--- config.mk ---
export PLATFORM = sky130hd
export DESIGN_NAME = parking_gate_controller
export DESIGN_NICKNAME = d
export VERILOG_FILES = /design/src/rtl/parking_gate_controller.sv
export SDC_FILE = /design/constraint.sdc
export NUM_CORES = 1
export LEC_CHECK = 0
export ABC_AREA = 1
export CAP_MARGIN = 20
export CORE_ASPECT_RATIO = 0.7
export CORE_MARGIN = 2
export CORE_UTILIZATION = 30
export DETAILED_ROUTE_END_ITERATION = 8
export PLACE_DENSITY = 0.52
export SLEW_MARGIN = 20
export SYNTH_ARGS = -nofsm -noshare
export SYNTH_HDL_FRONTEND = slang
export SYNTH_SLANG_ARGS = --single-unit
--- constraint.sdc ---
create_clock -name i_clk -period 2.9 [get_ports i_clk]
set_input_delay 0.87 -clock i_clk [delete_from_list [all_inputs] [get_ports i_clk]]
set_output_delay 0.87 -clock i_clk [all_outputs]
set_load 0.02 [all_outputs]
--- src/rtl/parking_gate_controller.sv ---
// Entry-gate sequencer for an 8-spot lot: allocates the lowest free spot, commits it on gate_clear.
// Optional feature macro: PARK_STATS_EN adds saturating entry/reject counters.
module parking_gate_controller #(
    parameter int unsigned NUM_SPOTS    = 8,
    parameter int unsigned GATE_TIMEOUT = 16
) (
    input  logic        i_clk,
    input  logic        i_rst,
    input  logic        i_entry,
    input  logic        i_gate_clear,
    input  logic        i_exit,
    input  logic [2:0]  i_exit_spot,
    output logic [2:0]  o_park_number,
    output logic        o_park_valid,
    output logic        o_gate_open,
    output logic [7:0]  o_parking_capacity,
    output logic [3:0]  o_occupied_count,
    output logic        o_full,
    output logic        o_full_reject,
    output logic        o_gate_timeout,
    output logic        o_exit_err
`ifdef PARK_STATS_EN
    ,
    output logic [15:0] o_total_entries,
    output logic [15:0] o_total_rejects
`endif
);

    localparam int unsigned TW = $clog2(GATE_TIMEOUT);

    typedef enum logic [1:0] {StIdle, StOpen, StClose} state_e;

    state_e          r_state, w_state_next;
    logic [TW-1:0]   r_timer, w_timer_next;
    logic [7:0]      r_cap, w_cap_next;
    logic [3:0]      r_count, w_count_next;
    logic [2:0]      r_park_number, w_park_number_next;
    logic            r_park_valid, w_park_valid_next;
    logic            r_gate_open, w_gate_open_next;
    logic            r_full_reject, w_full_reject_next;
    logic            r_gate_timeout, w_gate_timeout_next;
    logic            r_exit_err, w_exit_err_next;
    logic            w_full, w_commit, w_exit_ok;
    logic [2:0]      w_free_idx;

    assign w_full = (r_count == 4'(NUM_SPOTS));

    always_comb begin
        w_free_idx = 3'd0;
        for (int i = int'(NUM_SPOTS) - 1; i >= 0; i--) begin
            if (r_cap[i]) w_free_idx = 3'(i);
        end
    end

    always_comb begin
        w_state_next        = r_state;
        w_timer_next        = r_timer;
        w_park_number_next  = r_park_number;
        w_park_valid_next   = r_park_valid;
        w_gate_open_next    = r_gate_open;
        w_full_reject_next  = 1'b0;
        w_gate_timeout_next = 1'b0;
        w_commit            = 1'b0;
        unique case (r_state)
            StIdle: begin
                if (i_entry) begin
                    if (w_full) begin
                        w_full_reject_next = 1'b1;
                    end else begin
                        w_state_next       = StOpen;
                        w_park_number_next = w_free_idx;
                        w_park_valid_next  = 1'b1;
                        w_gate_open_next   = 1'b1;
                        w_timer_next       = '0;
                    end
                end
            end
            StOpen: begin
                // gate_clear takes priority over an expiring timer
                if (i_gate_clear) begin
                    w_commit          = 1'b1;
                    w_park_valid_next = 1'b0;
                    w_gate_open_next  = 1'b0;
                    w_state_next      = StClose;
                end else if (r_timer == TW'(GATE_TIMEOUT - 1)) begin
                    w_gate_timeout_next = 1'b1;
                    w_park_valid_next   = 1'b0;
                    w_gate_open_next    = 1'b0;
                    w_state_next        = StClose;
                end else begin
                    w_timer_next = r_timer + 1'b1;
                end
            end
            StClose: w_state_next = StIdle;
            default: w_state_next = StIdle;
        endcase
    end

    // Exit on a free spot (including the still-unreserved pending spot) is an error.
    assign w_exit_ok       = i_exit && !r_cap[i_exit_spot];
    assign w_exit_err_next = i_exit && r_cap[i_exit_spot];

    always_comb begin
        w_cap_next = r_cap;
        if (w_commit)  w_cap_next[r_park_number] = 1'b0;
        if (w_exit_ok) w_cap_next[i_exit_spot]   = 1'b1;
        case ({w_commit, w_exit_ok})
            2'b10:   w_count_next = r_count + 4'd1;
            2'b01:   w_count_next = r_count - 4'd1;
            default: w_count_next = r_count;
        endcase
    end

    always_ff @(posedge i_clk) begin
        if (i_rst) begin
            r_state        <= StIdle;
            r_timer        <= '0;
            r_cap          <= 8'hFF;
            r_count        <= 4'd0;
            r_park_number  <= 3'd0;
            r_park_valid   <= 1'b0;
            r_gate_open    <= 1'b0;
            r_full_reject  <= 1'b0;
            r_gate_timeout <= 1'b0;
            r_exit_err     <= 1'b0;
        end else begin
            r_state        <= w_state_next;
            r_timer        <= w_timer_next;
            r_cap          <= w_cap_next;
            r_count        <= w_count_next;
            r_park_number  <= w_park_number_next;
            r_park_valid   <= w_park_valid_next;
            r_gate_open    <= w_gate_open_next;
            r_full_reject  <= w_full_reject_next;
            r_gate_timeout <= w_gate_timeout_next;
            r_exit_err     <= w_exit_err_next;
        end
    end

`ifdef PARK_STATS_EN
    logic [15:0] r_total_entries, r_total_rejects;

    always_ff @(posedge i_clk) begin
        if (i_rst) begin
            r_total_entries <= 16'd0;
            r_total_rejects <= 16'd0;
        end else begin
            if (w_commit && r_total_entries != 16'hFFFF)
                r_total_entries <= r_total_entries + 16'd1;
            if (w_full_reject_next && r_total_rejects != 16'hFFFF)
                r_total_rejects <= r_total_rejects + 16'd1;
        end
    end

    assign o_total_entries = r_total_entries;
    assign o_total_rejects = r_total_rejects;
`endif

    assign o_park_number      = r_park_number;
    assign o_park_valid       = r_park_valid;
    assign o_gate_open        = r_gate_open;
    assign o_parking_capacity = r_cap;
    assign o_occupied_count   = r_count;
    assign o_full             = w_full;
    assign o_full_reject      = r_full_reject;
    assign o_gate_timeout     = r_gate_timeout;
    assign o_exit_err         = r_exit_err;

endmodule

==> key figures <==
Outcome
  – Outcome: finished, final reports clean

Global routing
  – Gr usage total: 0.152
  – Initial antenna violation count: 0
  – Vias in the first global route: 1295
  – Grt total ovfl: 0
  – Largest net degree at the start of global routing: 16
  – First-pass GRT wire length: 6030 um

Cells and area
  – Commonest non-fill, non-tap cell in the layout: nand2_1
  – Finished Layout Cells: 294
  – Most frequent cells in the layout: nand2_1 (31), clkdlybuf4s50_1 (25), dfxtp_1 (25)
  – Layout cells sized above 1: 0.151
  – Ant diodes: 0
  – Post-layout util: 0.428
  – Nets: 251
  – Area growth, synth to finish: 37.9%

Synthesis
  – Syn Nets: slightly above 200
  – Area contributors post-synth: dfxtp_1 (37%), nand2_1 (8.7%), nand3_1 (8.6%)
  – Cell variety after synth: 29
  – Cell Area, Synth: 1340 um2
  – Post-synthesis sequential area ratio: 0.374
  – Synthesized area per cell: 6.89 um2
  – Number of synthesized register bits: 25
  – Synth top area share: 0.374
  – Yosys top cell by area: dfxtp_1
  – Synthesized netlist cell count: about 190
  – Syn. warnings: 0

Clock network
  – Worst skew pair latency: about 0.26 ns
  – Clock root cell: clkbuf_8
  – H-tree Lvls: 1
  – PostCTS Resize Cnt: 0
  – Clk sink count: 25
  – Post-CTS setup buffers: 0
  – CTS tree: built
  – Clock transition at path regs: 0.09 ns
  – CTS Buf Count: 3
  – Clock Path Buffers: 2
  – Hold_buf cts: 0

STA
  – Final period utilization: 0.881
  – Final setup fails: 0
  – Post-layout min period: between 2 and 3 ns
  – Slew HR: 0.682
  – Final Hold Fails: 0
  – Setup slack after layout: around 0.35 ns
  – RSZ-0062 raised after global routing: no
  – Final Skew: 0.00285 ns
  – Max Slew Vio Count: 0
  – Fmax: 391 MHz
  – Pin slew with the least headroom to its limit: roughly 0.48 ns
  – Hold WS: 0.502 ns

Placed design
  – Dpl hpwl: 2730 um
  – Final GP Congestion: 0.922
  – PortBufs: 28
  – Worst slack, placed: -0.249 ns
  – Placed cells: between 200 and 300

Flow run
  – Max Cap Viol: 0

Floorplanning
  – Die Y: 59.9 um
  – Die X: 83.8 um
  – Initial Util: 0.311
  – Area of the core: 4300 um2
  – IO Count: 29
  – FP Rows: 20
  – Die area: 5020 um2

Drt
  – Vias/cell: about 4.8
  – Final wirelength: 3400 um
  – Starting DRT DRC Count: 64
  – DRT Pass-1 Iters: 4
  – DRC errors left: 0
  – Via count: 1400
  – Wire per inst: 11.6 um
  – Antenna Nets Post-Route: 0

Setup path
  – CP Launch Type: flip-flop
  – Critical path's slowest cell: clkdlybuf4s50_1
  – WP data required: 2.03 ns
  – Crit-path max cell delay: 0.60 ns
  – Critical Path Sink Type: output port
  – Crit path kind: flip-flop to output port
  – CP cell instances: inv_1 -> nand4_1 -> inv_1 -> clkdlybuf4s50_1
  – Worst EP arrival: 1.68 ns
  – Worst Path Max Fanout: 4
  – R2r setup slk: 0.90 ns
  – Most used cell, CP: inv_1

Power
  – VDD IR max: 0.250 mV
  – Comb pwr share: 0.264
  – Leakage: 0.844 nW
  – Sequential power share: 0.476
  – Net load switching power: 0.000244 W
  – Switch share: 0.306
  – Clk network pwr share: 0.260
  – Pwr dens: ~430 nW/um2
  – Int Power: around 0.00056 W
  – Tot Pwr: 0.000800 W

Min path
  – Worst Hold Class: flip-flop to flip-flop
[through the flow]
step | TNS [ns] | cell area [um2]
after floorplan | 0 | 1340
after global placement | -0.578 | 1790
after detailed placement | -0.633 | 1790
after CTS | 0 | 1840
after global routing | 0 | 1840
final | 0 | 1840
[synth_stat cells]
library cell  count
clkbuf_1          2
nor2_2            5
ha_1              3
nor2_4            1
nor2_1           17
o211ai_1          1
inv_4             1
o21bai_1          1
inv_1            23
nand4_1          10
a31o_2            1
nand2_1          31
or2_1             1
nand2_2           1
nand3_1          23
a21oi_1          11
a211oi_1          1
and3_1            1
a31oi_1           1
nor4_1            2
or2_2             1
xor2_1            1
buf_4             3
dfxtp_1          25
o21ai_0          14
nor3_1            7
xnor2_1           1
a21oi_2           1
inv_2             4
[worst paths after layout]
| check | to | start | cells past startpoint |
|---|---|---|---|
| max reg2reg | o_occupied_count[3] | o_parking_capacity[3] | 18 |
| min | r_timer[1] | r_timer[1] | 2 |
| max | o_full | o_occupied_count[0] | 4 |
| min reg2reg | r_timer[1] | r_timer[1] | 2 |
[cell type report]
type	count	area, um2
Timing Repair Buffer	46	423
Fill cell	457	2460
Inverter	28	108
Clock buffer	4	45.0
Sequential cell	25	500
Multi-Input combinational cell	136	699
Tap cell	55	68.8
[cell families after synthesis]
logic type | Yosys count | synth area share
and+or+nand+nor | 100 | 0.354
AOI/OAI and AO/OA | 31 | 0.128
xor gates and xnor gates | 2 | 0.0131
DFF | 25 | 0.374
buffers and inverters | 33 | 0.103
adders and majority gates | 3 | 0.0281
[critical path: cells and delay by family, from the launching register on]
kind,cells,cell delay (ns)
buffers and inverters,3,0.86
flip-flops,1,0.35
AND/OR/NAND/NOR,1,0.21
[routing by layer]
layer	up-vias	track usage	part of all wire	routed length [um]
met5	-	0	0	0
met4	0	0.0207	0.0056	19
met3	2	0.0345	0.044	151
met2	27	0.219	0.39	1340
met1	634	0.233	0.56	1890
li1	737	-	-	-
[registers in the layout, indices dropped and copies added, names as in the netlist]
name / flops
o_full_reject: 1
o_gate_timeout: 1
o_occupied_count: 4
o_exit_err: 1
r_state: 2
o_gate_open: 1
o_park_number: 3
o_parking_capacity: 8
r_timer: 4
[power by group through the flow]
stage	sequential, W	clock (W)	combinational [W]
after detailed placement	0.000389	0	0.000211
after global placement	0.000389	0	0.000214
after CTS	0.000381	0.000221	0.000212
after floorplan	0.000403	0	0.000106
final	0.000381	0.000208	0.000211
after global routing	0.000385	0.000234	0.000237
Note: power is estimated with default switching activity, not from simulation.
